## src/rtl/mux_8_way_16_arbiter.sv

```systemverilog
// rtl/mux_8_way_16_arbiter.sv - round-robin 8-way 16-bit packet arbiter with registered output stage
// Define MUX_8_WAY_16_ARBITER_LOCK_EN to hold the grant for a whole packet; otherwise arbitration runs per word.
module mux_8_way_16_arbiter (
    input  logic         clock,
    input  logic         reset_n,
    input  logic [7:0]   in_valid,
    input  logic [127:0] in_data,
    input  logic [7:0]   in_last,
    output logic [7:0]   in_ready,
    output logic         out_valid,
    output logic [15:0]  out_data,
    output logic         out_last,
    output logic [2:0]   out_select,
    input  logic         out_ready,
    output logic         busy
);

    typedef enum logic {
        IDLE = 1'b0,
        BUSY = 1'b1
    } state_t;

    state_t      state;
    state_t      state_nxt;
    logic [2:0]  grant;
    logic [2:0]  grant_nxt;
    logic [2:0]  ptr;
    logic [2:0]  ptr_nxt;

    logic [15:0] rot_wide;
    logic [7:0]  rot;
    logic [2:0]  offset;
    logic [2:0]  pick;
    logic        drain_ok;
    logic        accept;
    logic        end_grant;
    logic [15:0] sel_data;

    // Rotate requests so the search always starts at bit 0, then take the lowest set bit.
    always_comb begin
        rot_wide = {in_valid, in_valid} >> ptr;
        rot      = rot_wide[7:0];
        offset   = 3'd0;
        for (int i = 7; i >= 0; i--) begin
            if (rot[i]) begin
                offset = 3'(i);
            end
        end
        pick = ptr + offset;
    end

    assign sel_data = in_data[{grant, 4'b0000} +: 16];
    assign drain_ok = !out_valid || out_ready;
    assign accept   = (state == BUSY) && in_valid[grant] && drain_ok;
    assign in_ready = ((state == BUSY) && drain_ok) ? (8'b0000_0001 << grant) : 8'b0000_0000;
    assign busy     = (state == BUSY);

`ifdef MUX_8_WAY_16_ARBITER_LOCK_EN
    assign end_grant = in_last[grant];
`else
    assign end_grant = 1'b1;
`endif

    always_comb begin
        state_nxt = state;
        grant_nxt = grant;
        ptr_nxt   = ptr;
        case (state)
            IDLE: begin
                if (|in_valid) begin
                    grant_nxt = pick;
                    state_nxt = BUSY;
                end
            end
            BUSY: begin
                if (accept && end_grant) begin
                    state_nxt = IDLE;
                    ptr_nxt   = grant + 3'd1;
                end
            end
            default: state_nxt = IDLE;
        endcase
    end

    always_ff @(posedge clock or negedge reset_n) begin
        if (!reset_n) begin
            state <= IDLE;
            grant <= 3'd0;
            ptr   <= 3'd0;
        end else begin
            state <= state_nxt;
            grant <= grant_nxt;
            ptr   <= ptr_nxt;
        end
    end

    // A load in the same cycle as a drain keeps the stage full with the new word.
    always_ff @(posedge clock or negedge reset_n) begin
        if (!reset_n) begin
            out_valid  <= 1'b0;
            out_data   <= 16'h0000;
            out_last   <= 1'b0;
            out_select <= 3'd0;
        end else if (accept) begin
            out_valid  <= 1'b1;
            out_data   <= sel_data;
            out_last   <= in_last[grant];
            out_select <= grant;
        end else if (out_ready) begin
            out_valid  <= 1'b0;
        end
    end

endmodule

```

## config.mk

```make
export PLATFORM = sky130hd
export DESIGN_NAME = mux_8_way_16_arbiter
export DESIGN_NICKNAME = d
export VERILOG_FILES = /design/src/rtl/mux_8_way_16_arbiter.sv
export SDC_FILE = /design/constraint.sdc
export NUM_CORES = 1
export LEC_CHECK = 0
export ABC_AREA = 1
export BUFFER_PORTS_ARGS = -buffer_cell sky130_fd_sc_hd__buf_2
export CAP_MARGIN = 25
export CORE_MARGIN = 1
export CORE_UTILIZATION = 37
export DETAILED_ROUTE_END_ITERATION = 16
export PLACE_DENSITY_LB_ADDON = 0.1
export SLEW_MARGIN = 20
export SYNTH_ARGS = -nofsm -noshare
export SYNTH_HDL_FRONTEND = slang
export SYNTH_SLANG_ARGS = --single-unit
```

## constraint.sdc

```tcl
create_clock -name clock -period 4.69 [get_ports clock]
set_clock_uncertainty 0.2 [all_clocks]
set_input_delay 0.2345 -clock clock [delete_from_list [all_inputs] [get_ports clock]]
set_output_delay 0.2345 -clock clock [all_outputs]
set_load 0.02 [all_outputs]
```

==> reports/metrics.yaml, run 1 <==
cts_repair_resize_count: 0
drc: 0
yosysMostFrequentCell: "nand2_1"
stdcell_area_sq_um: 3730
netlist_area_sq_um: 2800
syn2layout_area_growth_pct: 33.6
syn_avg_cell_area_sq_um: 5.97
core-area_sq_um: 7290
die_y_microns: 88.9
crit_path_cell_trace: "buf_4 > inv_2 > buf_4 > ha_1 > inv_1 > nor2_1 > buf_2"
yosys.area.top_type: "dfrtp_1"
finalHoldViolCount: 0
p_per_area_nw_per_um2: 661
rsz0062_at_grt: "no"
grt.total_usage: 0.249
dr.pass1.iters: 4
crit_arrival_ns: 2.42
routabilityCongestion: 0.839
dpl.hpwl_mm: 7.53
synth.area.top_cells: "dfrtp_1 25%, nand2_1 13%, o21ai_0 13%"
rows: 31
ys_ff_latch: 28
min_period_ns: 2.85
dr_total_vias: 3640
yosys.area.top_type_share: 0.251
n_fill_cell: 809
postPlaceCellArea_sq_um: 3640
htreeDepth: 1
grt_pass1_wl_mm: 15.3
seq_power_share: 0.201
irDropWorstVdd_mv: 0.296
required_ns: 4.26
port_buffers: 176
drt-initial-drc-count: 141
cts_tree: "built"
p_sw_frac: 0.559
p_int_mw: 1.09
ff_latch_area_sq_um: 702
synthArstFlopShare: 1.00
drv_cap: 0
path_max_fanout: 69
start_kind: "flip-flop"
multi_input_area_sq_um: 1800
fmax_mhz: 351
antenna_cells: 0
seq_area_frac_synth: 0.251
setup_tns_ns: 0
yosysWarnings: 0
grt_max_degree: 70
antenna_found_initial: 0
clockRootBuffer: "clkbuf_8"
die_area_sq_um: 7910
clkPwrFrac: 0.078
worst-path-buf-inv: 5
cpMostUsedCell: "buf_4"
ioPinCount: 177
fin_nets: 777
slew_headroom: 0.567
p_leak_nw: 1.94
p_switching_mw: 1.38
synthDistinctLibCells: 26
end_kind: "primary output"
cts.clk_slew.worst_paths_ns: 0.10
synth-edff-count: 0
wl_per_cell_microns: 13.6
start_util: 0.383
cts.path.max_buffers: 2
cts_setup_buffers: 0
p_comb_frac: 0.721
synth_commonest_cells: "100 x nand2_1, 99 x nor2_1, 75 x o21ai_0, 34 x o22ai_1, 28 x dfrtp_1"
slowest_stage: "buf_4"
syn_inst: 468
clkLatencyLatePin_ns: 0.28
totalPowerFinal_mw: 2.47
grt_overflow: 0
drtAntennaViolNets: 0
criticalPathCategory: "reg2out"
grt_pass1_vias: 3287
vias_per_cell: 5.06
cts_sinks: 28
drt_wl_total_mm: 9.76
synth-main-ff-cell: "dfrtp_1"
critPathMaxStageDelay_ns: 0.49
fin_crit_sh: 0.608
hp-class: "in2reg"
finalSetupViolations: 0
drive_gt1_frac: 0.314
drv_slew: 0
status: "completed"
crit_family: "buffers and inverters"
tightest_slew_ns: 0.647
cts_made_buffers: 3
syn-num-nets: 623
fp.dieW_microns: 88.9
[worst min-delay path: cells and delay by family]
kind	cells	cell delay (ns)
AO/OA/AOI/OAI	2	0.15
AND/OR/NAND/NOR	2	0.12
buffers and inverters	1	0.09
[layout make-up]
cell class / instances / share of cell area
clock buffer: 3 / 0.0111
clock inverter: 1 / 0.00804
sequential: 28 / 0.188
timing repair buffer: 183 / 0.251
tap: 99 / 0.0332
inverter: 26 / 0.0268
multi-input combinational: 380 / 0.482
[logic make-up (layout without fill, tap and decap cells)]
| family | Yosys count | count (layout) | share of synthesized area |
|---|---|---|---|
| adders and majority gates | 8 | 8 | 0.0385 |
| buffers and inverters | 60 | 213 | 0.106 |
| DFF | 28 | 28 | 0.251 |
| AOI/OAI and AO/OA | 140 | 140 | 0.275 |
| xor gates and xnor gates | 1 | 1 | 0.00313 |
| and+or+nand+nor | 231 | 231 | 0.326 |
[worst paths after layout]
path | start | end | slack (ns) | depth (start not counted)
worst max register to register | ptr[0]$_DFFE_PN0P_ | grant[2]$_DFFE_PN0P_ | 1.88 | 20
min in group asynchronous | reset_n | out_data[3]$_DFFE_PN0P_ | 0.30 | 2
worst min-delay path | in_data[9] | out_data[9]$_DFFE_PN0P_ | 0.16 | 5
worst max-delay path | grant[0]$_DFFE_PN0P_ | in_ready[0] | 1.84 | 7
max in group asynchronous | reset_n | grant[0]$_DFFE_PN0P_ | 3.54 | 2
worst min register to register | out_select[0]$_DFFE_PN0P_ | out_select[0]$_DFFE_PN0P_ | 0.30 | 2
[stage by stage]
step                cells  hold slack [ns]  setup WS, ns  utilization
floorplan             468           -0.261          2.24            -
global placement      714           0.0987          1.96        0.499
detailed placement    714            0.103          1.90        0.499
CTS                   720            0.150          1.82        0.512
global route          720            0.185          1.59        0.512
finish                720            0.156          1.84        0.512
[layout by cell type (no fill, tap or decap), drive strengths merged]
cell type	n
nand2	103
buf	181
dlygate4sd3	2
nand3	27
bufinv	1
o21bai	1
nor3	1
clkbuf	3
a31oi	17
a21oi	5
fa	1
o21a	1
inv	26
dfrtp	28
o21ai	82
nor2	100
o22ai	34
ha	7
xor2	1
[state kept, by name, indices dropped and copies added (netlist names)]
| signal | flops |
|---|---|
| busy | 1 |
| ptr | 3 |
| out_last | 1 |
| grant | 3 |
| out_select | 3 |
| out_valid | 1 |
| out_data | 16 |
[per-layer routing]
layer  up-vias  GRT usage  part of all wire
met5         -          0                 0
met4         0     0.0616             0.013
met3        12     0.0342             0.061
met2       130      0.443              0.46
met1      1617      0.317              0.46
li1       1881          -                 -
[power groups by stage]
stage / Combinational [mW] / Sequential (mW) / Clock, mW
floorplan: 1.32 / 0.552 / 0
global placement: 1.77 / 0.493 / 0
detailed placement: 1.79 / 0.496 / 0
CTS: 1.80 / 0.494 / 0.195
global route: 2.03 / 0.514 / 0.206
finish: 1.78 / 0.496 / 0.192
[repair_timing]
| action | CTS | global route |
|---|---|---|
| endpoints found under the hold margin | 29 | 0 |
| hold buffers | 2 | 0 |
| endpoints found under the setup margin | 0 | 0 |
No activity file was read; power rests on OpenSTA's default activity.
==> run 2: changes to the inputs <==
Clock period 4.69 ns to 2.45 ns, I/O delays scaled along.
==> run 2 against run 1 <==
Compared with the run above: via count grew 3.5%; global-route usage grew 1.5 points; worst setup slack worse by 2.0 ns; largest cell class unchanged; the flow now finishes with violations (negative setup slack); power rose by 120%.
==> reports/metrics.yaml, run 2 (synthesis gave the netlist of run 1 again) <==
instances_no_fill: 739  # +2.6%
clockRootBuffer: "clkbuf_8"
criticalPathCategory: "reg2reg"
drc: 0  # unchanged
fin_crit_sh: 1.08
hp-class: "in2reg"
fin_nets: 796  # +2.4%
p_switching_mw: 2.87  # +110%
wl_per_cell_microns: 13.9  # +2.2%
dp_cells: 726  # +1.7%
grt_pass1_wl_mm: 16.3  # +6.4%
fmax_mhz: 376
drv_cap: 0  # unchanged
port_buffers: 176  # unchanged
vias_per_cell: 5.10  # +0.83%
p_leak_nw: 2.13  # +9.9%
n_fill_cell: 779  # -3.7%
drt-initial-drc-count: 238  # +69%
start_kind: "flip-flop"
dr_total_vias: 3767  # +3.5%
finalHoldViolCount: 0  # unchanged
die_y_microns: 88.9  # unchanged
failed_checks: "negative setup slack"
drtAntennaViolNets: 0  # unchanged
path_max_fanout: 6  # -91%
final_common_cell: "buf_2"
clkPwrFrac: 0.071  # -0.007
seq_power_share: 0.175  # -0.026
grt_overflow: 0  # unchanged
irDropWorstVdd_mv: 0.513  # +73%
p_int_mw: 2.45  # +120%
min_period_ns: 2.66
antenna_found_initial: 0  # unchanged
cts.clk_slew.worst_paths_ns: 0.11  # about the same
htreeDepth: 1  # unchanged
die_area_sq_um: 7910  # unchanged
p_sw_frac: 0.539  # -0.0197
rows: 31  # unchanged
largest_register_ffs: 16  # unchanged
start_util: 0.383  # unchanged
crit_arrival_ns: 2.65  # +0.23 ns
syn2layout_area_growth_pct: 46.6
setup_tns_ns: -0.254  # -0.254 ns
drv_slew: 0  # unchanged
finalSetupViolations: 2  # +2
ioPinCount: 177  # unchanged
required_ns: 2.44  # -1.82 ns
tightest_slew_ns: 0.654  # +0.00723 ns
grt_pass1_vias: 3522  # +7.1%
p_comb_frac: 0.754  # +0.033
cts_tree: "built"
cts_sinks: 28  # unchanged
routabilityCongestion: 0.841  # +0.23%
core-area_sq_um: 7290  # unchanged
end_kind: "flip-flop"
status: "finished, violations left"
cts_made_buffers: 3  # unchanged
dr.pass1.iters: 6  # +2
fp.dieW_microns: 88.9  # unchanged
p_per_area_nw_per_um2: 1300  # +96%
drt_wl_total_mm: 10.2  # +4.9%
antenna_cells: 0  # unchanged
clkLatencyLatePin_ns: 0.29  # about the same
grt.total_usage: 0.264  # +0.0153
drive_gt1_frac: 0.388  # +0.0735
grt_max_degree: 65  # -7.1%
pre_cts_slack_ns: -0.286  # -2.18 ns
slew_headroom: 0.564  # -0.00329
dpl.hpwl_mm: 7.71  # +2.3%
fin_ws_ns: -0.208  # -2.05 ns
rsz0062_at_grt: "yes"
top_register: "out_data"
cts.path.max_buffers: 2  # unchanged
final_cell_mix: "176 x buf_2, 99 x nor2_1, 85 x nand2_1"
-- run 2: metal layers --
layer / vias to the layer above / routed length [microns] / part of all wire / global-route usage
met2: 138 / 5070 / 0.50 / 0.487
met1: 1706 / 4420 / 0.43 / 0.323
met5: - / 0 / 0 / 0
met3: 10 / 633 / 0.062 / 0.0434
li1: 1913 / - / - / -
met4: 0 / 110 / 0.011 / 0.0543
-- run 2: what timing repair did --
item,4_1_cts,5_1_grt
setup endpoints to repair,2,2
hold endpoints to repair,29,0
buffers inserted,6,1
hold buffers,2,0
gates resized for setup,20,26
pin swaps,8,0
-- run 2: area by class of cell --
| cell class | instances | area [sq um] | share of cell area |
|---|---|---|---|
| Inverter | 26 | 108 | 0.0263 |
| Sequential cell | 28 | 704 | 0.172 |
| Timing Repair Buffer | 202 | 1120 | 0.274 |
| Multi-Input combinational cell | 380 | 1970 | 0.480 |
| Clock inverter | 1 | 30.0 | 0.00733 |
| Tap cell | 99 | 124 | 0.0302 |
| Clock buffer | 3 | 41.3 | 0.0101 |
-- run 2: final timing paths --
path	from	end	slack, ns	cells after the start
hold / removal	in_last[0]	out_last$_DFFE_PN0P_	0.03	5
hold reg to reg	out_select[0]$_DFFE_PN0P_	out_select[0]$_DFFE_PN0P_	0.28	2
setup / recovery	ptr[0]$_DFFE_PN0P_	grant[2]$_DFFE_PN0P_	-0.21	19
min in group asynchronous	reset_n	ptr[0]$_DFFE_PN0P_	0.20	2
max in group asynchronous	reset_n	grant[0]$_DFFE_PN0P_	1.38	2
setup reg to reg	ptr[0]$_DFFE_PN0P_	grant[2]$_DFFE_PN0P_	-0.21	19
-- run 2: worst max-delay path, cell delays in order (launching register included) --
cell     delay [ns]
dfrtp_2        0.49
buf_6          0.17
nand2_4        0.06
nand3_2        0.09
nand3_1        0.09
nand2_2        0.09
inv_1          0.04
nand2_1        0.06
nand2_1        0.05
nand2_1        0.05
nand2_1        0.06
a21oi_2        0.13
ha_2           0.17
inv_1          0.04
fa_2           0.34
xor2_2         0.16
inv_1          0.06
nand3_1        0.08
nand3_1        0.09
nand2_1        0.05
-- run 2: stage by stage --
| step | utilization | total power, mW | area (sq um) | hold WS, ns |
|---|---|---|---|---|
| floorplan | - | 3.59 | 2810 | -0.373 |
| global placement | 0.519 | 4.60 | 3780 | -0.0103 |
| detailed placement | 0.519 | 4.66 | 3780 | -0.0160 |
| CTS | 0.546 | 5.18 | 3980 | 0.0341 |
| global route | 0.562 | 5.88 | 4100 | 0.0736 |
| finish | 0.562 | 5.31 | 4100 | 0.0335 |
-- run 2: power groups by stage --
stage | combinational, mW | sequential, mW | clock (mW)
floorplan | 2.54 | 1.06 | 0
global route | 4.52 | 0.966 | 0.391
CTS | 3.88 | 0.922 | 0.382
global placement | 3.68 | 0.919 | 0
detailed placement | 3.73 | 0.930 | 0
finish | 4.01 | 0.928 | 0.377
==> run 3: changes to the inputs <==
Settings changed: CTS_BUF_LIST from default to sky130_fd_sc_hd__clkbuf_4 sky130_fd_sc_hd__clkbuf_8, PLACE_DENSITY from default to 0.74, PLACE_DENSITY_LB_ADDON 0.1 to default.
==> run 3 against run 2 <==
Compared with the run above: the flow still finishes with violations (negative setup slack); largest cell class unchanged; cell count increased by 0.14%; critical path type unchanged; combinational power decreased by 1%; global-route usage about the same; worst hold slack improved by 0.014 ns.
==> reports/metrics.yaml, run 3 (synthesis gave the netlist of run 1 again) <==
status: "finished, violations left"
failed_checks: "negative setup slack"
crit_path_cell_trace: "buf_6 > inv_8 > nand2_2 > nand3_1 > nand3_1 > nand2_2 > inv_1 > nand2_1 > nand2_1 > nand2_1 > nand2_1 > a21oi_2 > ha_2 > inv_1 > fa_2 > xor2_1 > inv_1 > nand3_1 > nand3_1 > nand2_1"
multi_input_area_sq_um: 1860  # -5.2%
start_kind: "flip-flop"
reg2reg_depth: 20  # +1
largest_register_ffs: 16  # unchanged
n_fill_cell: 770  # -1.2%
crit_arrival_ns: 2.59  # -0.06 ns
setup_tns_ns: -0.197  # +0.0572 ns
required_ns: 2.43  # about the same
finalHoldViolCount: 0  # unchanged
final_common_cell: "buf_2"
dpl.hpwl_mm: 7.95  # +3.1%
crit_path_end: "grant[2]$_DFFE_PN0P_"
path_max_fanout: 8  # +2
ff_latch_area_sq_um: 704  # unchanged
drt_wl_total_mm: 10.2  # about the same
cpMostUsedCell: "nand2_1"
dp_cells: 726  # unchanged
antenna_found_initial: 0  # unchanged
cts_made_buffers: 3  # unchanged
ff2ff_setup_slack_ns: -0.16  # +0.05 ns
crit_family: "simple AND/OR/NAND/NOR gates"
r2r_start: "ptr[0]$_DFFE_PN0P_"
r2r-end: "grant[2]$_DFFE_PN0P_"
grt.total_usage: 0.264  # -0.000310
slowest_stage: "dfrtp_2"
cts_sinks: 28  # unchanged
use_met3: 0.0379  # -0.00554
criticalPathCategory: "reg2reg"
dr_total_vias: 3835  # +1.8%
totalPowerFinal_mw: 5.14  # -3.2%
critPathMaxStageDelay_ns: 0.42  # -0.07 ns
port_buffers: 176  # unchanged
drive_gt1_frac: 0.367  # -0.0209
drtAntennaViolNets: 0  # unchanged
core-area_sq_um: 7290  # unchanged
grt_util_met1: 0.336  # +0.0126
final_cell_mix: "176 x buf_2, 99 x nor2_1, 93 x nand2_1"
ioPinCount: 177  # unchanged
die_area_sq_um: 7910  # unchanged
p_per_area_nw_per_um2: 1290  # -0.27%
grt_pass1_vias: 3445  # -2.2%
grt_overflow: 0  # unchanged
antenna_cells: 0  # unchanged
clockRootBuffer: "clkbuf_8"
routabilityCongestion: 0.829  # -1.3%
drt-initial-drc-count: 208  # -13%
cts.path.max_buffers: 2  # unchanged
drv_slew: 0  # unchanged
irDropWorstVdd_mv: 0.508  # -0.94%
hp-class: "in2reg"
htreeDepth: 1  # unchanged
finalSetupViolations: 2  # unchanged
syn2layout_area_growth_pct: 42.3
cp.depth: 20  # +1
fin_ws_ns: -0.157  # +0.0511 ns
slew_headroom: 0.569  # +0.00478
grt_pass1_wl_mm: 16.0  # -1.5%
p_leak_nw: 2.06  # -3.5%
rows: 31  # unchanged
min_period_ns: 2.61  # -0.0511 ns
cts.clk_slew.worst_paths_ns: 0.10  # about the same
drv_cap: 0  # unchanged
fp.dieW_microns: 88.9  # unchanged
grtUsageMet2: 0.442  # -0.0448
instances_no_fill: 740  # +0.14%
cts_tree: "built"
rsz0062_at_grt: "yes"
die_y_microns: 88.9  # unchanged
start_util: 0.383  # unchanged
clkLatencyLatePin_ns: 0.28  # about the same
worst-path-buf-inv: 5  # +1
tightest_slew_ns: 0.647  # -0.00717 ns
dr.pass1.iters: 4  # -2
end_kind: "flip-flop"
critPathLaunch: "ptr[0]$_DFFE_PN0P_"
vias_per_cell: 5.18  # +1.7%
grt_max_degree: 71  # +9.2%
busiest_layer: "met2"
fin_nets: 797  # +0.13%
fin_crit_sh: 1.06  # -0.0209
wl_per_cell_microns: 13.8  # -0.11%
top_register: "out_data"
fmax_mhz: 384  # +2.0%
drc: 0  # unchanged
[run 3: metrics by stage]
step	instance area [sq um]	hold slack (ns)	setup WS, ns	utilization
floorplan	2810	-0.373	-0.00256	-
global placement	3770	-0.0165	-0.228	0.517
detailed placement	3770	-0.0109	-0.279	0.517
CTS	3950	0.0420	-0.107	0.541
global route	3980	0.0548	-0.293	0.545
finish	3980	0.0471	-0.157	0.545
[run 3: worst register-to-register path: stages, from the launching register on]
cell     delay [ns]
dfrtp_2        0.42
buf_6          0.14
inv_8          0.07
nand2_2        0.06
nand3_1        0.08
nand3_1        0.09
nand2_2        0.09
inv_1          0.05
nand2_1        0.06
nand2_1        0.05
nand2_1        0.05
nand2_1        0.06
a21oi_2        0.14
ha_2           0.17
inv_1          0.04
fa_2           0.33
xor2_1         0.16
inv_1          0.06
nand3_1        0.07
nand3_1        0.08
nand2_1        0.05
[run 3: worst min-delay path by stage]
stage | cells after the start | slack [ns] | endpoint | start
2_1_floorplan | 0 | -0.37 | busy$_DFF_PN0_ | reset_n
3_3_place_gp | 1 | -0.02 | out_data[4]$_DFFE_PN0P_ | reset_n
3_5_place_dp | 1 | -0.01 | out_data[4]$_DFFE_PN0P_ | reset_n
4_1_cts | 5 | 0.04 | out_data[10]$_DFFE_PN0P_ | in_data[10]
5_1_grt | 5 | 0.05 | out_data[8]$_DFFE_PN0P_ | in_data[8]
6_report | 5 | 0.05 | out_data[10]$_DFFE_PN0P_ | in_data[10]
[run 3: layer usage]
| metal | vias to the layer above | routed length (microns) |
|---|---|---|
| met5 | - | 0 |
| met4 | 0 | 439 |
| met3 | 32 | 661 |
| met2 | 158 | 4830 |
| met1 | 1725 | 4310 |
| li1 | 1920 | - |
[run 3: what timing repair did]
action,4_1_cts,5_1_grt
buffers inserted,7,1
gates resized for setup,16,6
endpoints found under the setup margin,2,4
hold endpoints to repair,29,0
pin swaps,8,5
hold buffers,2,0
[run 3: power by group]
part / internal (mW) / total (mW) / switching [mW]
Sequential: 0.710 / 0.886 / 0.177
Clock: 0.144 / 0.294 / 0.149
Combinational: 1.49 / 3.96 / 2.47
Total: 2.34 / 5.14 / 2.80
[run 3: area by class of cell]
class / count / share of cell area
Multi-Input combinational cell: 380 / 0.469
Timing Repair Buffer: 203 / 0.282
Sequential cell: 28 / 0.177
Tap cell: 99 / 0.0312
Inverter: 26 / 0.0271
Clock buffer: 4 / 0.0138
